$ cat src/rtl/ascon_bdo_packer.sv
// Unmasks Ascon bdo shares, buffers each output segment and emits header-framed words on a valid/ready port.
// Optional trailer word (XOR of frame data) when BDO_PACK_TRAILER_EN is defined.
module ascon_bdo_packer #(
   parameter int unsigned NUM_SHARES = 2,
   parameter int unsigned CCW        = 32,
   parameter int unsigned DEPTH      = 8
) (
   input  logic                        clk,
   input  logic                        rst,
   input  logic [NUM_SHARES*CCW-1:0]   bdo,
   input  logic                        bdo_valid,
   output logic                        bdo_ready,
   input  logic [3:0]                  bdo_type,
   input  logic                        bdo_eot,
   input  logic                        auth,
   input  logic                        auth_valid,
   output logic                        auth_ready,
   output logic [CCW-1:0]              out_data,
   output logic                        out_valid,
   input  logic                        out_ready,
   output logic                        out_last
);

   localparam int unsigned AW = $clog2(DEPTH);
   localparam int unsigned CW = AW + 1;
`ifdef BDO_PACK_TRAILER_EN
   localparam logic TRAILER = 1'b1;
`else
   localparam logic TRAILER = 1'b0;
`endif

   typedef enum logic [1:0] {COLLECT, HDR, DRAIN, AUTH} state_t;

   state_t          state_q, nxt_state;
   logic [CW-1:0]   count_q, nxt_count;
   logic [CW-1:0]   rd_q, nxt_rd;
   logic [3:0]      seg_type_q, nxt_type;
   logic            cont_q, nxt_cont;
   logic            auth_q, nxt_auth;
   logic [CCW-1:0]  acc_q, nxt_acc;
   logic            run_q;
   logic [CCW-1:0]  mem [DEPTH];

   logic [CCW-1:0]  word_c;
   logic            idle_c, type_ok_c, accept_c;
   logic [CW-1:0]   last_idx_c;
   logic [CCW-1:0]  nxt_out_data;
   logic            nxt_out_valid, nxt_out_last;

   // Recombine Boolean shares; only the unmasked word is ever stored
   always_comb begin
      word_c = '0;
      for (int unsigned i = 0; i < NUM_SHARES; i++) word_c = word_c ^ bdo[i*CCW +: CCW];
   end

   // Auth takes precedence over bdo only while the buffer is empty
   assign idle_c     = run_q && (state_q == COLLECT);
   assign type_ok_c  = (count_q == '0) ? !auth_valid : (bdo_type == seg_type_q);
   assign bdo_ready  = idle_c && (count_q < CW'(DEPTH)) && type_ok_c;
   assign auth_ready = idle_c && (count_q == '0) && auth_valid;
   assign accept_c   = bdo_valid && bdo_ready;
   assign last_idx_c = TRAILER ? count_q : count_q - CW'(1);

   always_comb begin
      nxt_state = state_q;
      nxt_count = count_q;
      nxt_rd    = rd_q;
      nxt_type  = seg_type_q;
      nxt_cont  = cont_q;
      nxt_auth  = auth_q;
      nxt_acc   = acc_q;
      case (state_q)
         COLLECT: begin
            if (accept_c) begin
               nxt_count = count_q + CW'(1);
               if (count_q == '0) begin
                  nxt_type = bdo_type;
                  nxt_acc  = word_c;
               end else begin
                  nxt_acc  = acc_q ^ word_c;
               end
               if (bdo_eot) begin
                  nxt_state = HDR;
                  nxt_cont  = 1'b0;
               end else if (count_q == CW'(DEPTH - 1)) begin
                  nxt_state = HDR;
                  nxt_cont  = 1'b1;
               end
            end else if (bdo_valid && (count_q != '0) && (bdo_type != seg_type_q)) begin
               nxt_state = HDR;
               nxt_cont  = 1'b0;
            end else if (auth_ready) begin
               nxt_auth  = auth;
               nxt_state = AUTH;
            end
         end
         HDR: begin
            if (out_ready) begin
               nxt_state = DRAIN;
               nxt_rd    = '0;
            end
         end
         DRAIN: begin
            if (out_ready) begin
               if (rd_q == last_idx_c) begin
                  nxt_state = COLLECT;
                  nxt_count = '0;
                  nxt_rd    = '0;
               end else begin
                  nxt_rd    = rd_q + CW'(1);
               end
            end
         end
         AUTH: begin
            if (out_ready) nxt_state = COLLECT;
         end
         default: nxt_state = COLLECT;
      endcase
   end

   // Output word for the state being entered, so out_* come straight from flops
   always_comb begin
      nxt_out_valid = (nxt_state != COLLECT);
      nxt_out_last  = 1'b0;
      nxt_out_data  = '0;
      case (nxt_state)
         HDR:   nxt_out_data = {nxt_type, 2'b00, nxt_cont, TRAILER, 24'({nxt_count, 2'b00})};
         DRAIN: begin
            if (TRAILER && (nxt_rd == count_q)) nxt_out_data = acc_q;
            else                                nxt_out_data = mem[nxt_rd[AW-1:0]];
            nxt_out_last = (nxt_rd == last_idx_c);
         end
         AUTH: begin
            nxt_out_data = {4'hF, 3'b000, nxt_auth, 24'h0};
            nxt_out_last = 1'b1;
         end
         default: nxt_out_data = '0;
      endcase
   end

   always_ff @(posedge clk or posedge rst) begin
      if (rst) begin
         state_q    <= COLLECT;
         count_q    <= '0;
         rd_q       <= '0;
         seg_type_q <= '0;
         cont_q     <= 1'b0;
         auth_q     <= 1'b0;
         acc_q      <= '0;
         run_q      <= 1'b0;
         out_data   <= '0;
         out_valid  <= 1'b0;
         out_last   <= 1'b0;
      end else begin
         state_q    <= nxt_state;
         count_q    <= nxt_count;
         rd_q       <= nxt_rd;
         seg_type_q <= nxt_type;
         cont_q     <= nxt_cont;
         auth_q     <= nxt_auth;
         acc_q      <= nxt_acc;
         run_q      <= 1'b1;
         out_data   <= nxt_out_data;
         out_valid  <= nxt_out_valid;
         out_last   <= nxt_out_last;
      end
   end

   // Segment buffer; write pointer is the word count
   always_ff @(posedge clk) begin
      if (accept_c) mem[count_q[AW-1:0]] <= word_c;
   end

endmodule

$ cat config.mk
export PLATFORM = sky130hd
export DESIGN_NAME = ascon_bdo_packer
export DESIGN_NICKNAME = d
export VERILOG_FILES = /design/src/rtl/ascon_bdo_packer.sv
export SDC_FILE = /design/constraint.sdc
export NUM_CORES = 1
export LEC_CHECK = 0
export ABC_CLOCK_PERIOD_IN_PS = 7500
export CAP_MARGIN = 20
export CELL_PAD_IN_SITES_DETAIL_PLACEMENT = 2
export CELL_PAD_IN_SITES_GLOBAL_PLACEMENT = 2
export CORE_ASPECT_RATIO = 1.25
export CORE_MARGIN = 5
export CORE_UTILIZATION = 45
export CTS_CLUSTER_SIZE = 16
export DETAILED_ROUTE_END_ITERATION = 8
export HOLD_SLACK_MARGIN = 0.12
export PLACE_DENSITY_LB_ADDON = 0.1
export SYNTH_ARGS = -nofsm -noshare
export SYNTH_HDL_FRONTEND = slang
export SYNTH_SLANG_ARGS = --single-unit
export TNS_END_PERCENT = 10
$ cat constraint.sdc
create_clock -name clk -period 7.5 [get_ports clk]
set_input_delay 0.75 -clock clk [delete_from_list [all_inputs] [get_ports clk]]
set_output_delay 0.75 -clock clk [all_outputs]
set_load 0.01 [all_outputs]
# Word-level counts from Yosys, hierarchy flattened
# Memory sizes are Yosys's and may differ from the RTL's.
# Cells that the tools add are included.
# totals
ff_bits	51
mem_bits_rw	256
in_bits	75
out_inout_bits	36
word_cells	75
mem_count	1
# op_classes
addsub	3
n_lt_le_gt_ge	1
eq_ne	11
mux	35
bitwise	1
n_reduce_logical	13
# mem_list
memory	words	width	read_ports	rd_clocked_by_memory_dff	wr	line_no	source
mem	8	32	1	0	1	42	logic [CCW-1:0] mem [DEPTH];
# ops
op	count
$pmux 32 s3	1
$mux 4	9
$xor 32x32->32	1
$mux 2	9
$pmux 4 s2	2
$eq 4x4->1	3
$mux 1	12
$add 4x1->4 const B	2
$eq 2x2->1 const B	4
$logic_and 1x1->1	8
$pmux 2 s4	1
$eq 2x1->1 const B	2
$eq 4x3->1 const B	1
$logic_not 4->1	1
$lt 4x4->1 const B	1
$ne 4x4->1	1
$reduce_bool 4->1	1
$sub 4x1->4 const B	1
$logic_not 2->1	1
$pmux 1 s2	1
$reduce_bool 2->1	1
$logic_not 1->1	1

# Longest topological paths before layout
# Gate-level depths: netlist of the first run.
# depth
ltp_word	10
ltp_mapped	13
ltp_nobuf	10

# Worst setup path before layout of the first run
# Ideal clock, no wire load.
# synth_path
path_type	register -> register
from	register count_q[0]
to	memory mem[0][0] (enable)
setup_time_ns	0.461
arrival_ns	4.086
required_time_ns	7.039
slack_ns	2.953
path_stages_with_launch	10
n_path_buf	2
period_less_slack_ns	4.547
path_cell_list	dfrtp_1 -> buf_2 -> inv_1 -> ha_1 -> nor3b_1 -> a41o_1 -> and3_1 -> clkbuf_1 -> nand2_1 -> nor3_1
# synth_between
elab_chain_cells	6
word_cells_on_any_way	8
cone_classes	1 x order compare; 3 x mux; 4 x reduce/logical
# synth_lines
element	line_no	source
start: declaration	35	logic [CW-1:0] count_q, nxt_count;
start signal: assignment	156	count_q <= nxt_count;
$lt 4x4->1 or $logic_not 4->1 (tied branches)	59, 58	
$logic_and 1x1->1 or $mux 1 (tied branches)	59, 58	
$logic_and 1x1->1	59	assign bdo_ready = idle_c && (count_q < CW'(DEPTH)) && type_ok_c;
$logic_and 1x1->1	61	assign accept_c = bdo_valid && bdo_ready;
$mux 1	171	if (accept_c) mem[count_q[AW-1:0]] <= word_c;
$mux 1 (not written as such)	171	
end: declaration	42	
# Parallel ways exist; a longest one is shown, timed or not.

# Final worst setup path of the first run
# layout_path
from	register count_q[0]
to	register out_data[14]
# layout_between
elab_chain_cells	9
word_cells_on_any_way	30
cone_classes	1 x add/sub; 1 x order compare; 5 x eq/ne; 13 x mux; 9 x reduce/logical; 1 x memory
# layout_lines
element	line_no	source
branches (longest 8 deep; another with $mem_v2 8x32)	n/a	
$pmux 32 s3 (*)	126	case (nxt_state)
named net nxt_out_data[14]	47	logic [CCW-1:0] nxt_out_data;
end signal: assignment	163	out_data <= nxt_out_data;
end: declaration	18	output logic [CCW-1:0] out_data,
# Mark *: on every way through the listed nets, which the timed path passes.

==> reports/qor.csv, run 1 <==
metric,value,unit
setup repair bufs after CTS,0,
Power Density,339.6,nW/µm²
Horiz. Die Dim,160.3,µm
Hold Path Class,register to register,
Reg area,8964,µm²
antenna-violating nets left,0,
GPL Wtd Cong,0.7932,
# Max-Cap Violations,0,
final worst slack,3.212,ns
CTS buffer count,31,
vias in the first global route,9112,
CTS Root Cell,clkbuf_16,
"flops & latches, synth",307,
yosys warns,0,
row cnt,68,
multi-input logic area,3517,µm²
synthesized area,12710,µm²
unrepaired setup endpoints after global routing,no,
port buffer count,110,
Area Overhead vs Synth,19.84,%
worst vdd ir,0.2338,mV
startpoint types,register,
largest net degree at the start of global routing,90,
Fin Clk Skew,0.01261,ns
core area,27740,µm²
Tmin final,4.288,ns
Slew @ Worst Pin,0.8548,ns
"most common cell after layout, fill and taps aside",edfxtp_1,
htree depth,1,
synthesized instance count,864,
Starting DRT DRC Count,508,
router iterations before antenna repair,5,
leakage power,0.005315,µW
most used flip-flop cell after synthesis,edfxtp_1,
Max Freq,0.2332,GHz
grt total ovfl,0,
period utilisation layout,57.17,%
Die Span Y,197.9,µm
register area share after synthesis,70.54,%
placed inst area,14200,µm²
Hold Fails Final Rpt,0,
Setup TNS Final,0,ns
CTS tree,done,
Post-synth EDFFs,256,
via count,7879,
Slew Limit Headroom,43.01,%
Post-synth ARST share,16.61,%
GRT Total Usage,23.56,%
most frequent cells in the layout,"edfxtp_1 (256), nand2_1 (120), clkdlybuf4s50_1 (110)",
mean area per synthesized cell,14.71,µm²
total wire length,37380,µm
global-route wire length before repair,57040,µm
DP Worst Slack,2.995,ns
layout cells sized above 1,10.27,%
Vias/cell,5.823,
DRC viols,0,
ant diodes,0,
Crit Path Class,register to register,
Final Slew Violations,0,
antenna violations before repair,0,
Initial Utilization,45.81,%
syn_nets,946,
routed len/inst,27.63,µm
Worst Path Arrival,4.73,ns
status,finished clean,
HPWL Detailed,22490,µm
Tot Pwr,5171,µW
Worst-path clk slew,0.06,ns
cts repair resizes,0,
CP max FO,45,
distinct cell type count after synthesis,69,
Final Setup Violations,0,
Final nets,1060,
finished layout cell area,15230,µm²
io pins,111,
hold-fix buffers at CTS,0,
Longest Clk Path Bufs,3,
worst path required time,7.94,ns
clk_lat worst skew,0.57,ns
clock sinks,307,
Die ar.,31720,µm²
fillers,2527,
crit path capture type,register,
[where the power goes]
| group | leakage, µW | internal [µW] | switching (µW) |
|---|---|---|---|
| Combinational | 0.00185 | 580 | 948 |
| Sequential | 0.00298 | 2020 | 90.5 |
| Clock | 0.000488 | 882 | 654 |
| Total | 0.00532 | 3480 | 1690 |
[kinds of logic (layout without fill, tap and decap cells)]
| family | count (synthesis) | in the layout | synth area share (%) |
|---|---|---|---|
| compound gates | 118 | 118 | 7.779 |
| xor+xnor | 44 | 44 | 3.092 |
| fa+ha+maj | 7 | 7 | 0.6892 |
| buf+inv | 61 | 200 | 2.215 |
| flops | 307 | 307 | 70.54 |
| mux | 87 | 87 | 6.932 |
| other cells | 1 | 1 | 0.02951 |
| simple gates | 239 | 239 | 8.724 |
[state kept, by name, indices dropped and copies added (netlist names), 2 cells and up]
register,count
rd_q,4
mem,256
seg_type_q,4
out_data,32
count_q,4
state_q,2
[critical path, cell delays in order, from the launching register on]
cell and delay [ns]:
dfrtp_1 0.52, inv_1 0.15, ha_1 0.31, xor2_1 0.30, nor2_1 0.15, a211oi_1 0.52, nor3_4 0.07, buf_4 0.32
inv_2 0.71, buf_4 0.56, nand3_1 0.19, a32o_1 0.32
[final timing paths]
kind / startpoint / to / slack, ns / cells past startpoint
min reg2reg: auth_q / auth_q / 0.48 / 2
min in group asynchronous: rst / out_data[20] / 0.78 / 3
min: auth_q / auth_q / 0.48 / 2
max: count_q[0] / out_data[14] / 3.21 / 11
max reg2reg: count_q[0] / out_data[14] / 3.21 / 11
max in group asynchronous: rst / seg_type_q[0] / 6.18 / 3
[metal layers]
metal	vias up	part of all wire (%)	track usage [%]
met4	0	2.5	6.344
met5	-	0	0
li1	3485	-	-
met1	4126	38	27.17
met2	203	55	45.86
met3	65	3.9	3.102
[cells in the mapped netlist (all sizes together) (2+ instances only)]
| master | number | area [µm²] |
|---|---|---|
| a2111oi | 6 | 71.32 |
| a211o | 10 | 90.09 |
| a211oi | 5 | 42.54 |
| a21o | 5 | 38.79 |
| a21oi | 17 | 85.08 |
| a221oi | 6 | 52.55 |
| a22o | 3 | 26.28 |
| a22oi | 7 | 52.55 |
| a311oi | 2 | 17.52 |
| a31oi | 2 | 12.51 |
| a32o | 24 | 241.5 |
| a41o | 2 | 20.02 |
| and2 | 14 | 88.84 |
| and3 | 8 | 56.31 |
| buf | 25 | 142.6 |
| clkbuf | 20 | 76.32 |
| dfrtp | 51 | 1276 |
| edfxtp | 256 | 7687 |
| ha | 7 | 87.58 |
| inv | 15 | 58.81 |
| mux2 | 8 | 90.09 |
| mux2i | 79 | 790.8 |
| nand2 | 120 | 450.4 |
| nand2b | 2 | 12.51 |
| nand3 | 51 | 255.2 |
| nand3b | 2 | 15.01 |
| nand4 | 3 | 18.77 |
| nand4b | 2 | 17.52 |
| nor2 | 22 | 85.09 |
| nor2b | 4 | 25.02 |
| nor3 | 6 | 46.30 |
| o211ai | 4 | 43.79 |
| o21a | 5 | 37.54 |
| o21ai | 8 | 40.04 |
| o221a | 3 | 33.78 |
| o31ai | 3 | 27.52 |
| xnor2 | 7 | 68.82 |
| xor2 | 37 | 324.1 |
[area by class of cell]
| cell class | instances | share of cell area [%] |
|---|---|---|
| clock buffer | 46 | 5.792 |
| clock inverter | 12 | 0.7970 |
| inverter | 16 | 0.4272 |
| multi-input combinational | 496 | 23.10 |
| sequential | 307 | 58.86 |
| tap | 350 | 2.876 |
| timing repair buffer | 126 | 8.150 |
[metrics by stage]
stage | util (%) | std cells | hold WS (ns)
after global routing | 54.90 | 1353 | 0.5095
after global placement | 51.19 | 1294 | 0.4578
after detailed placement | 51.19 | 1294 | 0.4697
after CTS | 54.80 | 1352 | 0.4845
final | 54.90 | 1353 | 0.4801
after floorplan | - | 864 | 0.4416
Power figures use the tool's default switching activity.
==> run 2, diff against run 1 <==
Settings changed: ABC_CLOCK_PERIOD_IN_PS 7500 to 3510, CORE_UTILIZATION 45 to 37.
Clock period 7.5 ns to 3.51 ns, I/O delays scaled along.
==> reports/qor.csv, run 2 (same netlist as run 1, synthesis figures left out) <==
metric,value,unit
global-route wire length before repair,54330,µm
total wire length,35250,µm
Initial Utilization,37.12,%
Worst Path Arrival,3.65,ns
Worst-path clk slew,0.06,ns
routed len/inst,24.04,µm
port buffer count,110,
worst path required time,3.91,ns
Hold Fails Final Rpt,0,
grt total ovfl,0,
clock sinks,307,
Horiz. Die Dim,175.8,µm
Slew @ Worst Pin,0.8371,ns
Util after Layout,46.26,%
placed inst area,14730,µm²
hold-fix buffers at CTS,0,
Final nets,1093,
# Max-Cap Violations,0,
GRT Total Usage,18.72,%
Max Freq,0.3075,GHz
unrepaired setup endpoints after global routing,no,
status,finished clean,
clk_lat worst skew,0.52,ns
ant diodes,0,
crit path capture type,register,
Longest Clk Path Bufs,3,
via count,7808,
worst vdd ir,0.2990,mV
Final Slew Violations,0,
Die Span Y,217.2,µm
CP max FO,55,
CTS tree,done,
Starting DRT DRC Count,360,
leakage power,0.005560,µW
layout cells sized above 1,13.21,%
Area Overhead vs Synth,24.64,%
"most common cell after layout, fill and taps aside",edfxtp_1,
startpoint types,register,
Hold Path Class,input port to asynchronous set/reset pin,
period utilisation layout,92.64,%
setup repair bufs after CTS,0,
max FFs per register,256,
antenna-violating nets left,0,
CTS buffer count,34,
Die ar.,38170,µm²
largest net degree at the start of global routing,67,
Final Setup Violations,0,
Setup TNS Final,0,ns
core area,34230,µm²
Tmin final,3.252,ns
GPL Wtd Cong,0.8031,
htree depth,2,
router iterations before antenna repair,4,
path depth of the worst reg2reg path,11,
vias in the first global route,8824,
io pins,111,
Slew Limit Headroom,44.00,%
Vias/cell,5.326,
cts repair resizes,0,
DRC viols,0,
CTS Root Cell,clkbuf_16,
Crit Path Class,register to register,
antenna violations before repair,0,
Fin Clk Skew,0.01399,ns
Power Density,722.4,nW/µm²
HPWL Detailed,22300,µm
row cnt,76,
most frequent cells in the layout,"edfxtp_1 (256), nand2_1 (120), clkdlybuf4s50_1 (110)",
fillers,3295,
finished layout cell area,15840,µm²
run 2: changes by cell type in the layout (fill, tap and decap cells not counted), sizes merged:
cell      before  now
buf           16   46
clkbuf        46   47
clkinv         8   11
clkinvlp       2    0
inv           16   18
run 2: cell type report:
| class | count | area [µm²] | area share, % |
|---|---|---|---|
| Inverter | 16 | 65.06 | 0.4108 |
| Timing Repair Buffer | 156 | 1634 | 10.32 |
| Tap cell | 429 | 536.8 | 3.389 |
| Sequential cell | 307 | 8964 | 56.60 |
| Clock buffer | 47 | 960.9 | 6.067 |
| Clock inverter | 15 | 147.6 | 0.9322 |
| Multi-Input combinational cell | 496 | 3530 | 22.29 |
run 2: final timing paths:
kind,endpoint,slack (ns),start
worst max-delay path,out_data[22],0.26,count_q[0]
worst min register to register,auth_q,0.50,auth_q
worst max register to register,out_data[22],0.26,count_q[0]
worst min-delay path,out_data[23],0.16,rst
min in group clk,auth_q,0.40,auth
max in group asynchronous,seg_type_q[2],2.64,rst
run 2: report_power, final:
part / switching (µW) / total (µW) / leakage (µW) / internal [µW]
clock network: 1450 / 3530 / 0.000549 / 2080
logic: 2040 / 3440 / 0.00203 / 1400
registers: 163 / 4470 / 0.00298 / 4310
total: 3650 / 11400 / 0.00556 / 7790
run 2: routing by layer:
layer,vias to the layer above,global-route usage (%),wire (µm)
li1,3551,-,-
met1,4086,22.68,14410
met2,130,35.13,19100
met3,41,2.797,1145
met4,0,4.160,598
met5,-,0,0
run 2: worst max-delay path, cell delays in order, from the launching register on:
cell and delay [ns]:
dfrtp_1 0.38, inv_1 0.10, ha_1 0.29, xor2_1 0.30
nor2_1 0.12, a211oi_2 0.43, nor3_4 0.11, inv_4 0.35
buf_12 0.34, mux2i_1 0.28, mux2i_1 0.11, a32o_1 0.23
run 2: per-stage QoR:
stage               worst slack (ns)  power, µW  instances  hold WS, ns
finish                        0.2582      11440       1466       0.1646
global route                 0.03869      12060       1466       0.2076
CTS                           0.2253      11630       1466       0.1568
detailed placement            0.2926       8054       1404       0.4871
global placement              0.4294       7962       1404       0.4624
floorplan                    -0.1811       6511        864       0.4416
==> run 3, diff against run 2 <==
Settings changed: ABC_CLOCK_PERIOD_IN_PS 3510 to 2600.
Clock period 3.51 ns to 2.6 ns, I/O delays scaled along.
==> reports/qor.csv, run 3 (same netlist as run 1, synthesis figures left out) <==
metric,value,unit
HPWL Detailed,25520,µm
Worst-path clk slew,0.07,ns
Fin Clk Skew,0.01472,ns
io pins,111,
fillers,3133,
Worst Path Arrival,3.27,ns
Hold Path Class,input port to register,
GPL Wtd Cong,0.7744,
Setup TNS Final,-4.298,ns
final worst slack,-0.1686,ns
Slew Limit Headroom,37.88,%
Initial Utilization,37.12,%
routed len/inst,25.39,µm
ant diodes,0,
Layout Cells excl Fill,1576,
Horiz. Die Dim,175.8,µm
Tmin final,2.769,ns
Tot Pwr,17620,µW
router iterations before antenna repair,5,
# Max-Cap Violations,0,
clk_lat worst skew,0.57,ns
largest net degree at the start of global routing,35,
CTS Root Cell,clkbuf_16,
CP max FO,9,
antenna violations before repair,0,
Slew @ Worst Pin,0.9287,ns
Die ar.,38170,µm²
crit-path max cell delay,0.44,ns
leakage power,0.006350,µW
startpoint types,register,
Vias/cell,5.312,
placed inst area,15570,µm²
worst vdd ir,0.8474,mV
placed cells,1491,
crit path capture type,register,
Final nets,1207,
port buffer count,110,
total wire length,40010,µm
finished layout cell area,17520,µm²
max FFs per register,256,
GRT Total Usage,20.48,%
CTS tree,done,
unrepaired setup endpoints after global routing,yes,
Longest Clk Path Bufs,3,
Hold Fails Final Rpt,0,
DRC viols,0,
crit path cell chain,"inv_8, ha_4, xor2_1, and3_4, buf_4, buf_6, nand2b_4, a32o_2, inv_4, a2111oi_4, buf_12, buf_12, a32o_2",
global-route wire length before repair,59550,µm
grt total ovfl,0,
CP max-delay cell,dfrtp_2,
Power Density,1006,nW/µm²
Final Slew Violations,0,
Starting DRT DRC Count,421,
"delay-heaviest family, CP",compound AO/OA/AOI/OAI gates,
multi-input logic area,3886,µm²
row cnt,76,
Reg area,8966,µm²
failing checks,setup timing,
clock sinks,307,
Max Freq,0.3612,GHz
via count,8371,
layout cells sized above 1,26.77,%
CTS buffer count,31,
period utilisation layout,106.5,%
htree depth,1,
Crit Path Class,register to register,
core area,34230,µm²
status,"complete, but fails checks",
Area Overhead vs Synth,37.85,%
vias in the first global route,9676,
most frequent cells in the layout,"edfxtp_1 (256), nand2_1 (116), clkdlybuf4s50_1 (108)",
"most common cell after layout, fill and taps aside",edfxtp_1,
Die Span Y,217.2,µm
Final Setup Violations,33,
worst path required time,3.10,ns
Bufs and invs on worst path,6,
antenna-violating nets left,0,
==> run 3: cell count changes in the layout (fill, tap and decap cells not counted), sizes merged <==
cell | before | now
clkinvlp | 0 | 3
dlygate4sd3 | 0 | 1
inv | 18 | 14
clkinv | 11 | 8
bufbuf | 0 | 2
buf | 46 | 159
bufinv | 2 | 7
clkdlybuf4s50 | 110 | 108
clkdlybuf4s15 | 0 | 1
clkbuf | 47 | 41
==> run 3: where the power goes <==
group / leakage (µW) / switching (µW) / internal [µW]
Combinational: 0.00282 / 3450 / 3200
Sequential: 0.00298 / 237 / 5820
Clock: 0.000551 / 1880 / 3030
==> run 3: metrics by stage <==
step,hold slack [ns],utilization [%],worst slack [ns]
6_report,0.2874,51.17,-0.1686
4_1_cts,0.2629,50.08,-0.1249
2_1_floorplan,0.3861,-,-0.1815
5_1_grt,0.2998,51.17,-0.2351
3_5_place_dp,0.4989,45.50,-0.4524
3_3_place_gp,0.4716,45.50,-0.4213
==> run 3: layout make-up <==
cell class | instances | area share (%)
clock buffers | 40 | 4.964
multi-input cells | 496 | 22.19
inverters | 16 | 0.4714
flip-flops and latches | 307 | 51.19
repair inverters | 1 | 0.04286
repair buffers | 272 | 16.63
well taps | 429 | 3.064
clock inverters | 15 | 1.457
==> run 3: tightest hold or removal path: stages <==
cell and delay, ns:
clkdlybuf4s50_1 0.40, nand2_1 0.06, nand2_1 0.07
==> run 3: timing repair <==
| item | 4_1_cts | 5_1_grt |
|---|---|---|
| resized for setup | 64 | 51 |
| setup endpoints to repair | 194 | 78 |
| hold endpoints to repair | 17 | 0 |
| cloned | 4 | 1 |
| buffers inserted | 11 | 14 |
| pin swaps | 13 | 17 |
| hold buffers | 1 | 0 |
==> run 3: final timing paths <==
kind,cells past startpoint,slack (ns),to,start
min in group asynchronous,3,0.63,out_data[21],rst
min,3,0.29,auth_q,auth
max,13,-0.17,out_data[1],count_q[0]
max reg2reg,13,-0.17,out_data[1],count_q[0]
max in group asynchronous,4,1.34,out_data[11],rst
min reg2reg,2,0.51,auth_q,auth_q
==> run 3: layer usage <==
layer	track usage (%)	vias to the layer above	wire length, µm
li1	-	3782	-
met1	24.11	4370	15600
met2	39.20	167	22260
met3	2.120	52	1237
met4	6.058	0	913
met5	0	-	0
